[src/rtl/instr_pair_encoder_if.sv]
// Handshake bundle for instr_pair_encoder: field-record input side, pair output side and status.
// The producer/consumer side uses the master modport and the encoder uses the slave modport.
interface instr_pair_encoder_if #(
    parameter int ADDR_WIDTH = 10
);
    logic                  in_valid;
    logic                  in_ready;
    logic [6:0]            in_op;
    logic [4:0]            in_rd;
    logic [2:0]            in_funct3;
    logic [4:0]            in_rs1;
    logic [4:0]            in_rs2;
    logic [6:0]            in_funct7;
    logic [11:0]           in_imm12;
    logic [19:0]           in_imm20;
    logic                  flush;
    logic                  out_valid;
    logic                  out_ready;
    logic [31:0]           out_instr_a;
    logic [31:0]           out_instr_b;
    logic                  out_b_valid;
    logic [ADDR_WIDTH-1:0] out_addr;
    logic                  idle;
    logic [7:0]            err_count;

    modport master (
        output in_valid, in_op, in_rd, in_funct3, in_rs1, in_rs2, in_funct7,
               in_imm12, in_imm20, flush, out_ready,
        input  in_ready, out_valid, out_instr_a, out_instr_b, out_b_valid,
               out_addr, idle, err_count
    );

    modport slave (
        input  in_valid, in_op, in_rd, in_funct3, in_rs1, in_rs2, in_funct7,
               in_imm12, in_imm20, flush, out_ready,
        output in_ready, out_valid, out_instr_a, out_instr_b, out_b_valid,
               out_addr, idle, err_count
    );
endinterface

[src/rtl/instr_pair_encoder.sv]
// Re-encodes decoded RV32 field records into 32-bit words, packs them into A/B issue pairs
// and queues the pairs with addresses. Optional macro ENC_ILLEGAL_OP_DROP_EN drops unknown ops.
module instr_pair_encoder #(
    parameter int FIFO_DEPTH = 4,
    parameter int ADDR_WIDTH = 10,
    parameter int BASE_ADDR  = 0
) (
    input  logic clk,
    input  logic reset,
    instr_pair_encoder_if.slave bus
);
    localparam int PTR_W = $clog2(FIFO_DEPTH);
    localparam int CNT_W = $clog2(FIFO_DEPTH + 1);

    localparam logic [6:0] OP_R     = 7'b0110011;
    localparam logic [6:0] OP_LOAD  = 7'b0000011;
    localparam logic [6:0] OP_IMM   = 7'b0010011;
    localparam logic [6:0] OP_STORE = 7'b0100011;
    localparam logic [6:0] OP_BR    = 7'b1100011;
    localparam logic [6:0] OP_JAL   = 7'b1101111;

    localparam logic [31:0]           NOP_WORD   = 32'h00000013;
    localparam logic [ADDR_WIDTH-1:0] ADDR_START = ADDR_WIDTH'(BASE_ADDR);
    localparam logic [ADDR_WIDTH-1:0] ADDR_STEP  = ADDR_WIDTH'(8);
    localparam logic [CNT_W-1:0]      CNT_FULL   = CNT_W'(FIFO_DEPTH);

    logic [31:0]           fifo_a    [FIFO_DEPTH];
    logic [31:0]           fifo_b    [FIFO_DEPTH];
    logic                  fifo_bv   [FIFO_DEPTH];
    logic [ADDR_WIDTH-1:0] fifo_addr [FIFO_DEPTH];

    logic [PTR_W-1:0]      wr_ptr;
    logic [PTR_W-1:0]      rd_ptr;
    logic [CNT_W-1:0]      count;
    logic                  hold_valid;
    logic [31:0]           hold_word;
    logic                  flush_pend;
    logic [ADDR_WIDTH-1:0] addr_cnt;
    logic [7:0]            err_cnt;

    logic                  fifo_full;
    logic                  fifo_empty;
    logic                  accept;
    logic                  pop;
    logic                  pack_word;
    logic [31:0]           enc_word;
    logic                  push;
    logic [31:0]           push_a;
    logic [31:0]           push_b;
    logic                  push_bv;
    logic                  hold_valid_nxt;
    logic [31:0]           hold_word_nxt;
    logic                  flush_pend_nxt;

    // Unknown opcodes fall through to the R layout.
    function automatic logic [31:0] encode_fields(
        input logic [6:0]  op,
        input logic [4:0]  rd,
        input logic [2:0]  funct3,
        input logic [4:0]  rs1,
        input logic [4:0]  rs2,
        input logic [6:0]  funct7,
        input logic [11:0] imm12,
        input logic [19:0] imm20
    );
        logic [31:0] word;
        case (op)
            OP_LOAD, OP_IMM: word = {imm12, rs1, funct3, rd, op};
            OP_STORE:        word = {imm12[11:5], rs2, rs1, funct3, imm12[4:0], op};
            OP_BR:           word = {imm12[11], imm12[9:4], rs2, rs1, funct3,
                                     imm12[3:0], imm12[10], op};
            OP_JAL:          word = {imm20[19], imm20[10:0], imm20[11], imm20[18:12], rd, op};
            default:         word = {funct7, rs2, rs1, funct3, rd, op};
        endcase
        return word;
    endfunction

    assign fifo_full  = (count == CNT_FULL);
    assign fifo_empty = (count == '0);

    // in_ready looks only at registered state so out_ready never reaches it combinationally.
    assign bus.in_ready = !flush_pend && (!hold_valid || !fifo_full);
    assign accept       = bus.in_valid && bus.in_ready;
    assign pop          = !fifo_empty && bus.out_ready;

    assign enc_word = encode_fields(bus.in_op, bus.in_rd, bus.in_funct3, bus.in_rs1,
                                    bus.in_rs2, bus.in_funct7, bus.in_imm12, bus.in_imm20);

`ifdef ENC_ILLEGAL_OP_DROP_EN
    function automatic logic op_is_legal(input logic [6:0] op);
        return (op == OP_R) || (op == OP_LOAD) || (op == OP_IMM) ||
               (op == OP_STORE) || (op == OP_BR) || (op == OP_JAL);
    endfunction

    assign pack_word = op_is_legal(bus.in_op);

    // Dropped records are still consumed; the counter sticks at 255.
    always_ff @(posedge clk) begin
        if (reset) begin
            err_cnt <= '0;
        end else if (accept && !pack_word && (err_cnt != 8'hFF)) begin
            err_cnt <= err_cnt + 8'd1;
        end
    end
`else
    assign pack_word = 1'b1;
    assign err_cnt   = '0;
`endif

    // The accepted word is packed first; a pending flush then sees the post-accept holder.
    always_comb begin
        hold_valid_nxt = hold_valid;
        hold_word_nxt  = hold_word;
        flush_pend_nxt = flush_pend || bus.flush;
        push           = 1'b0;
        push_a         = '0;
        push_b         = '0;
        push_bv        = 1'b0;

        if (accept && pack_word) begin
            if (!hold_valid) begin
                hold_valid_nxt = 1'b1;
                hold_word_nxt  = enc_word;
            end else begin
                push           = 1'b1;
                push_a         = hold_word;
                push_b         = enc_word;
                push_bv        = 1'b1;
                hold_valid_nxt = 1'b0;
            end
        end

        if (flush_pend_nxt) begin
            if (!hold_valid_nxt) begin
                flush_pend_nxt = 1'b0;
            end else if (!fifo_full) begin
                push           = 1'b1;
                push_a         = hold_word_nxt;
                push_b         = NOP_WORD;
                push_bv        = 1'b0;
                hold_valid_nxt = 1'b0;
                flush_pend_nxt = 1'b0;
            end
        end
    end

    always_ff @(posedge clk) begin
        if (reset) begin
            hold_valid <= 1'b0;
            hold_word  <= '0;
            flush_pend <= 1'b0;
            addr_cnt   <= ADDR_START;
            wr_ptr     <= '0;
            rd_ptr     <= '0;
            count      <= '0;
        end else begin
            hold_valid <= hold_valid_nxt;
            hold_word  <= hold_word_nxt;
            flush_pend <= flush_pend_nxt;
            if (push) begin
                wr_ptr   <= wr_ptr + PTR_W'(1);
                addr_cnt <= addr_cnt + ADDR_STEP;
            end
            if (pop) begin
                rd_ptr <= rd_ptr + PTR_W'(1);
            end
            case ({push, pop})
                2'b10:   count <= count + CNT_W'(1);
                2'b01:   count <= count - CNT_W'(1);
                default: count <= count;
            endcase
        end
    end

    // Storage needs no reset: entries are only visible once the count covers them.
    always_ff @(posedge clk) begin
        if (push) begin
            fifo_a[wr_ptr]    <= push_a;
            fifo_b[wr_ptr]    <= push_b;
            fifo_bv[wr_ptr]   <= push_bv;
            fifo_addr[wr_ptr] <= addr_cnt;
        end
    end

    assign bus.out_valid   = !fifo_empty;
    assign bus.out_instr_a = fifo_empty ? 32'h0 : fifo_a[rd_ptr];
    assign bus.out_instr_b = fifo_empty ? 32'h0 : fifo_b[rd_ptr];
    assign bus.out_b_valid = fifo_empty ? 1'b0 : fifo_bv[rd_ptr];
    assign bus.out_addr    = fifo_empty ? ADDR_START : fifo_addr[rd_ptr];
    assign bus.idle        = !hold_valid && fifo_empty && !flush_pend;
    assign bus.err_count   = err_cnt;
endmodule

[src/flat_wrapper.sv]
// flat-port wrapper written by rule: the top's interface ports become plain ports
module instr_pair_encoder_flat 
#(
    parameter int FIFO_DEPTH = 4,
    parameter int ADDR_WIDTH = 10,
    parameter int BASE_ADDR  = 0
)
  (clk, reset, bus_in_valid, bus_in_op, bus_in_rd, bus_in_funct3, bus_in_rs1, bus_in_rs2, bus_in_funct7, bus_in_imm12, bus_in_imm20, bus_flush, bus_out_ready, bus_in_ready, bus_out_valid, bus_out_instr_a, bus_out_instr_b, bus_out_b_valid, bus_out_addr, bus_idle, bus_err_count);
  instr_pair_encoder_if #(.ADDR_WIDTH(ADDR_WIDTH)) bus_i ();
  input  logic clk;
  input  logic reset;
  input wire logic [$bits(bus_i.in_valid)-1:0] bus_in_valid;
  input wire logic [$bits(bus_i.in_op)-1:0] bus_in_op;
  input wire logic [$bits(bus_i.in_rd)-1:0] bus_in_rd;
  input wire logic [$bits(bus_i.in_funct3)-1:0] bus_in_funct3;
  input wire logic [$bits(bus_i.in_rs1)-1:0] bus_in_rs1;
  input wire logic [$bits(bus_i.in_rs2)-1:0] bus_in_rs2;
  input wire logic [$bits(bus_i.in_funct7)-1:0] bus_in_funct7;
  input wire logic [$bits(bus_i.in_imm12)-1:0] bus_in_imm12;
  input wire logic [$bits(bus_i.in_imm20)-1:0] bus_in_imm20;
  input wire logic [$bits(bus_i.flush)-1:0] bus_flush;
  input wire logic [$bits(bus_i.out_ready)-1:0] bus_out_ready;
  output wire logic [$bits(bus_i.in_ready)-1:0] bus_in_ready;
  output wire logic [$bits(bus_i.out_valid)-1:0] bus_out_valid;
  output wire logic [$bits(bus_i.out_instr_a)-1:0] bus_out_instr_a;
  output wire logic [$bits(bus_i.out_instr_b)-1:0] bus_out_instr_b;
  output wire logic [$bits(bus_i.out_b_valid)-1:0] bus_out_b_valid;
  output wire logic [$bits(bus_i.out_addr)-1:0] bus_out_addr;
  output wire logic [$bits(bus_i.idle)-1:0] bus_idle;
  output wire logic [$bits(bus_i.err_count)-1:0] bus_err_count;
  assign bus_i.in_valid = bus_in_valid;
  assign bus_i.in_op = bus_in_op;
  assign bus_i.in_rd = bus_in_rd;
  assign bus_i.in_funct3 = bus_in_funct3;
  assign bus_i.in_rs1 = bus_in_rs1;
  assign bus_i.in_rs2 = bus_in_rs2;
  assign bus_i.in_funct7 = bus_in_funct7;
  assign bus_i.in_imm12 = bus_in_imm12;
  assign bus_i.in_imm20 = bus_in_imm20;
  assign bus_i.flush = bus_flush;
  assign bus_i.out_ready = bus_out_ready;
  assign bus_in_ready = bus_i.in_ready;
  assign bus_out_valid = bus_i.out_valid;
  assign bus_out_instr_a = bus_i.out_instr_a;
  assign bus_out_instr_b = bus_i.out_instr_b;
  assign bus_out_b_valid = bus_i.out_b_valid;
  assign bus_out_addr = bus_i.out_addr;
  assign bus_idle = bus_i.idle;
  assign bus_err_count = bus_i.err_count;
  instr_pair_encoder #(.FIFO_DEPTH(FIFO_DEPTH), .ADDR_WIDTH(ADDR_WIDTH), .BASE_ADDR(BASE_ADDR)) u_core (.clk(clk), .reset(reset), .bus(bus_i));
endmodule
[config.mk]
export PLATFORM = sky130hd
export DESIGN_NAME = instr_pair_encoder_flat
export DESIGN_NICKNAME = d
export VERILOG_FILES = /design/src/rtl/instr_pair_encoder_if.sv /design/src/rtl/instr_pair_encoder.sv /design/src/flat_wrapper.sv
export SDC_FILE = /design/constraint.sdc
export NUM_CORES = 1
export LEC_CHECK = 0
export ABC_AREA = 1
export CELL_PAD_IN_SITES_DETAIL_PLACEMENT = 0
export CELL_PAD_IN_SITES_GLOBAL_PLACEMENT = 1
export CORE_AREA = 4 4 178 180
export CTS_BUF_LIST = sky130_fd_sc_hd__clkbuf_16
export DETAILED_ROUTE_END_ITERATION = 12
export DIE_AREA = 0 0 182 184
export PLACE_DENSITY_LB_ADDON = 0.1
export SYNTH_ARGS = -nofsm -noshare
export SYNTH_HDL_FRONTEND = slang
export SYNTH_SLANG_ARGS = --single-unit
[constraint.sdc]
create_clock -name clk -period 10.8 [get_ports clk]
set_input_delay 2.7 -clock clk [delete_from_list [all_inputs] [get_ports clk]]
set_output_delay 2.7 -clock clk [all_outputs]
set_load 0.05 [all_outputs]
==> impl_metrics.yaml, run 1 <==
route:
  wl_per_cell_um: 19.0
  dr_total_vias: 10212
  drt_wl_total_um: 36800
  antenna_left: 0
  drt-initial-drc-count: 816
  drtPass1Iterations: 6
  drc: 0
  via_per_inst: 5.28
synth:
  yosysTopAreaCell: "edfxtp_1"
  synthCells: 1392
  yosys_warnings: 0
  async_flop_share_pct: 0
  yosysMostFrequentCell: "nor2_1"
  synthFlopType: "edfxtp_1"
  syn_area_sq_mm: 0.0144
  ys_top_cells_by_area: "edfxtp_1, nor2_1, dfxtp_1, o21ai_0, nand2_1"
  syn_avg_cell_area_sq_um: 10.3
  synth-edff-count: 288
  netlist_top_cells_count: "nor2_1, edfxtp_1, o21ai_0, nand2_1, a21oi_1"
  ys_ff_latch: 338
  synth_top_area_share_pct: 60.3
  synth-seq-area-share_pct: 67.2
  synth.lib_cells_used.distinct: 37
worst_setup_path:
  start_kind: "flip-flop"
  cp.arrival_ps: 3900
  cp_max_fo: 102
  cpMaxStageDelayCell: "clkdlybuf4s50_1"
  end_kind: "output port"
  cp.required_ps: 8100
  slowest_delay_ps: 890
  reg2reg_slack_ps: 7090
  crit_type: "reg -> out"
  crit_chain: "clkinv_2 > buf_4 > o21ai_0 > a21oi_1 > clkdlybuf4s50_1"
sta:
  maxSlewViolCount: 0
  tightest_slew_ps: 1160
  setup_violations: 0
  min_period_over_period_pct: 61.1
  fmax_mhz: 152
  final_hold_viol_count: 0
  slew_headroom_pct: 22.9
  rsz0062_at_grt: "no"
  fin_skew_ps: 16.7
  holdWs_ps: 460
  period_needed_ps: 6600
  setup-tns-final_ps: 0
clock_tree:
  cts_tree: "done"
  holdBufCountCts: 0
  clk_latency_ps: 520
  cts_root_buf: "clkbuf_16"
  post_cts_buffers: 0
  cts_buffers: 36
  htreeDepth: 2
  cts_buffer_depth: 3
  clock-sinks: 338
  clkTransAtPathRegs_ps: 60
  cts_resized: 0
placed_design:
  globalplace.congestion: 0.796
  port_buffers: 143
  dp_hpwl_um: 22000
global_routing:
  use_met3_pct: 3.09
  overflow: 0
  grt_max_degree: 103
  antenna_found_initial: 0
  grt_use_met1_pct: 31.9
  grt_pass1_vias: 9540
  met2_usage_pct: 33.5
  busiest_layer: "met2"
  grt_first_pass_wirelength_um: 55900
  grtUsageTotal_pct: 21.5
floorplanning:
  fp.dieW_um: 182
  num_rows: 64
  initial_core_util_pct: 47.5
  core_area_sq_mm: 0.0302
  dieHeight_um: 184
  io_pins: 155
  fp.dieArea_sq_mm: 0.0335
power:
  vdd_ir_drop_max_mv: 0.259
  power.total_w: 0.00477
  p_leak_nw: 6.36
  p_per_area_mw_per_mm2: 275
run:
  drv_cap: 0
finish:
  post-route-util_pct: 57.4
  multi_input_area_sq_mm: 0.00415
  antenna_cells: 0
  finalNetCount: 1587
  fill_cells: 2626
  register_area_sq_mm: 0.00965
  drive_gt1_share_pct: 7.15
  area_delta_synth_final_pct: 20.8
outcome:
  status: "completed"
hold_path:
  min_path_type: "reg -> reg"
## per-layer routing
metal	vias up	routed length (um)
met3	56	1980
met1	4899	17400
met2	274	16700
met5	-	0
met4	0	777
li1	4983	-
## worst max-delay path: cells and delay by family, from the launching register on
family          cells  cell delay (ps)
flops               1              510
compound gates      2              610
buf+inv             3             2130
## final timing paths
kind	cells past startpoint	endpoint	start
worst min-delay path	2	flip-flop	u_core.rd_ptr[1]
worst max register to register	7	u_core.fifo_b[2][21]	u_core.count[1]
worst max-delay path	5	bus_out_instr_b[30]	flip-flop
worst min register to register	2	flip-flop	u_core.rd_ptr[1]
## area by class of cell
| type | count | share of cell area [%] |
|---|---|---|
| Multi-Input combinational cell | 916 | 23.9 |
| Timing Repair Buffer | 156 | 8.82 |
| Inverter | 63 | 1.38 |
| Clock buffer | 38 | 5.48 |
| Tap cell | 396 | 2.86 |
| Clock inverter | 28 | 1.87 |
| Sequential cell | 338 | 55.7 |
## per-stage QoR
step / instances / setup WS [ps] / cell area (sq um)
2_1_floorplan: 1402 / 4000 / 14400
3_3_place_gp: 1869 / 4470 / 16100
3_5_place_dp: 1869 / 4440 / 16100
4_1_cts: 1935 / 4170 / 17300
5_1_grt: 1935 / 3970 / 17300
6_report: 1935 / 4200 / 17300
## flip-flops by register name, summed over array words and instances (netlist names), named ones only
register / cells
u_core.addr_cnt: 7
u_core.rd_ptr: 2
u_core.fifo_bv: 4
u_core.hold_word: 32
u_core.flush_pend: 1
u_core.wr_ptr: 2
u_core.count: 3
u_core.fifo_addr: 28
u_core.fifo_a: 128
u_core.hold_valid: 1
u_core.fifo_b: 128
## placed cells by master, fill, tap and decap left out, types with 9 or more instances in the layout
cell and instances:
nor2_1 352, edfxtp_1 288, o21ai_0 182, nand2_1 169, clkdlybuf4s50_1 143, a21oi_1 93, inv_1 57, dfxtp_1 48
clkbuf_16 38, nand3_1 29, buf_4 13, o21ai_1 12, nand4_1 11, conb_1 11, or2_2 10, inv_2 9
clkinv_2 9
## report_power, final
group / switching (W) / leakage, nW / internal, W / total [W]
sequential: 0.0000580 / 3.12 / 0.00156 / 0.00162
combinational: 0.00133 / 2.59 / 0.000509 / 0.00184
clock: 0.000504 / 0.644 / 0.000807 / 0.00131
## cells by family (layout without fill, tap and decap cells)
family / after synthesis / count (layout) / synth area share (%)
and+or+nand+nor: 590 / 590 / 16.7
DFF: 338 / 338 / 67.2
AOI/OAI and AO/OA: 307 / 307 / 11.0
buffers and inverters: 148 / 285 / 4.37
adders and majority gates: 7 / 7 / 0.663
other: 1 / 11 / 0.0261
xor gates and xnor gates: 1 / 1 / 0.0610
Note: power is estimated with default switching activity, not from simulation.
==> run 2: changes to the inputs <==
CORE_AREA = 4 4 186 188   (was 4 4 178 180)
DIE_AREA = 0 0 190 192   (was 0 0 182 184)
clock period = 6.5 ns   (was 10.8 ns; I/O delays follow)
==> impl_metrics.yaml, run 2 (synthesis results as in run 1) <==
floorplanning:
  core_area_sq_mm: 0.0331
  initial_core_util_pct: 43.3
  dieHeight_um: 192
  fp.dieArea_sq_mm: 0.0365
  fp.dieW_um: 190
  io_pins: 155
  num_rows: 67
sta:
  slew_headroom_pct: 27.0
  min_period_over_period_pct: 84.3
  fmax_mhz: 182
  rsz0062_at_grt: "no"
  final_hold_viol_count: 0
  fin_skew_ps: 10.1
  tightest_slew_ps: 1100
  setup-tns-final_ps: 0
  maxSlewViolCount: 0
  period_needed_ps: 5480
  setup_violations: 0
finish:
  finalNetCount: 1587
  multi_input_area_sq_mm: 0.00415
  register_area_sq_mm: 0.00965
  mostFrequentLayoutCell: "nor2_1"
  drive_gt1_share_pct: 6.43
  antenna_cells: 0
  fill_cells: 2979
  biggestRegsByFlops: "u_core.fifo_a x128, u_core.fifo_b x128, u_core.hold_word x32"
  final_cell_mix: "nor2_1, edfxtp_1, o21ai_0, nand2_1, clkdlybuf4s50_1"
  post-route-util_pct: 52.4
  area_delta_synth_final_pct: 21.0
power:
  p_int_w: 0.00466
  p_switching_w: 0.00312
  p_per_area_mw_per_mm2: 448
  p_leak_nw: 6.35
  p_sw_share_pct: 40.1
  combPwrFrac_pct: 39.4
  seq_power_share_pct: 34.8
  pwr-share-clk_pct: 25.9
  vdd_ir_drop_max_mv: 0.338
clock_tree:
  clock-sinks: 338
  cts_buffers: 37
  cts_root_buf: "clkbuf_16"
  holdBufCountCts: 0
  clk_latency_ps: 520
  post_cts_buffers: 0
  cts_tree: "done"
  clkTransAtPathRegs_ps: 50
  cts_resized: 0
  htreeDepth: 2
  cts_buffer_depth: 3
global_routing:
  grtUsageTotal_pct: 20.2
  busiest_layer: "met2"
  grt_first_pass_wirelength_um: 57000
  grt_pass1_vias: 9526
  grt_max_degree: 115
  use_met3_pct: 2.82
  grt_use_met1_pct: 29.8
  overflow: 0
  antenna_found_initial: 0
  met2_usage_pct: 31.9
route:
  antenna_left: 0
  dr_total_vias: 10249
  drt-initial-drc-count: 804
  wl_per_cell_um: 19.0
  drt_wl_total_um: 37800
  drtPass1Iterations: 5
  drc: 0
  via_per_inst: 5.16
hold_path:
  hold_depth: 1
  min_path_type: "reg -> reg"
  hp-start: "u_core.rd_ptr[0]"
worst_setup_path:
  r2r-end: "u_core.fifo_b[2][2]"
  end_kind: "output port"
  cp_max_fo: 114
  start_kind: "flip-flop"
  rr_worst_depth: 7
  reg2reg_slack_ps: 3310
  cp.required_ps: 4880
  crit_type: "reg -> out"
  cp.arrival_ps: 3860
  timing.rr.start: "u_core.count[1]"
placed_design:
  dp_hpwl_um: 22900
  globalplace.congestion: 0.790
  port_buffers: 143
outcome:
  status: "completed"
run:
  drv_cap: 0
[run 2: how the worst max path moves through the flow]
stage,cells past startpoint,endpoint,slack (ps),from
floorplan,7,u_core.fifo_a[0][0],780,bus_flush
global placement,5,bus_out_instr_a[0],1460,flip-flop
detailed placement,5,bus_out_instr_a[0],1420,flip-flop
CTS,5,bus_out_instr_a[0],870,flip-flop
global route,5,bus_out_instr_b[30],720,flip-flop
finish,5,bus_out_instr_a[0],1020,flip-flop
[run 2: metal layers]
metal / vias to the layer above / share of wire (%)
met5: - / 0
met4: 0 / 1.7
met3: 44 / 5.9
met2: 315 / 46
met1: 4906 / 47
li1: 4984 / -
[run 2: stage by stage]
step | setup WS (ps) | power [W] | instance area (sq um) | instances | hold slack, ps
floorplan | 776 | 0.00477 | 14400 | 1402 | 442
global placement | 1460 | 0.00583 | 16200 | 1920 | 456
detailed placement | 1420 | 0.00585 | 16200 | 1920 | 464
CTS | 872 | 0.00786 | 17400 | 1988 | 472
global route | 716 | 0.00815 | 17400 | 1988 | 517
finish | 1020 | 0.00778 | 17400 | 1988 | 475
[run 2: cell type report]
cell class                      count  area share [%]
Clock buffer                       39            5.62
Clock inverter                     29            1.15
Inverter                           63            1.38
Multi-Input combinational cell    916            23.9
Sequential cell                   338            55.6
Tap cell                          448            3.23
Timing Repair Buffer              155            9.12
[run 2: critical path, stage by stage (launching register included)]
cell	delay [ps]
dfxtp_4	550
clkinv_2	390
buf_4	880
o21ai_0	230
a21oi_1	350
clkdlybuf4s50_1	870
[run 2: power groups by stage]
stage               Combinational, W  Clock [W]  Sequential (W)
floorplan                    0.00207          0         0.00270
global route                 0.00329    0.00214         0.00272
CTS                          0.00311    0.00205         0.00271
finish                       0.00306    0.00201         0.00270
detailed placement           0.00310          0         0.00275
global placement             0.00309          0         0.00275
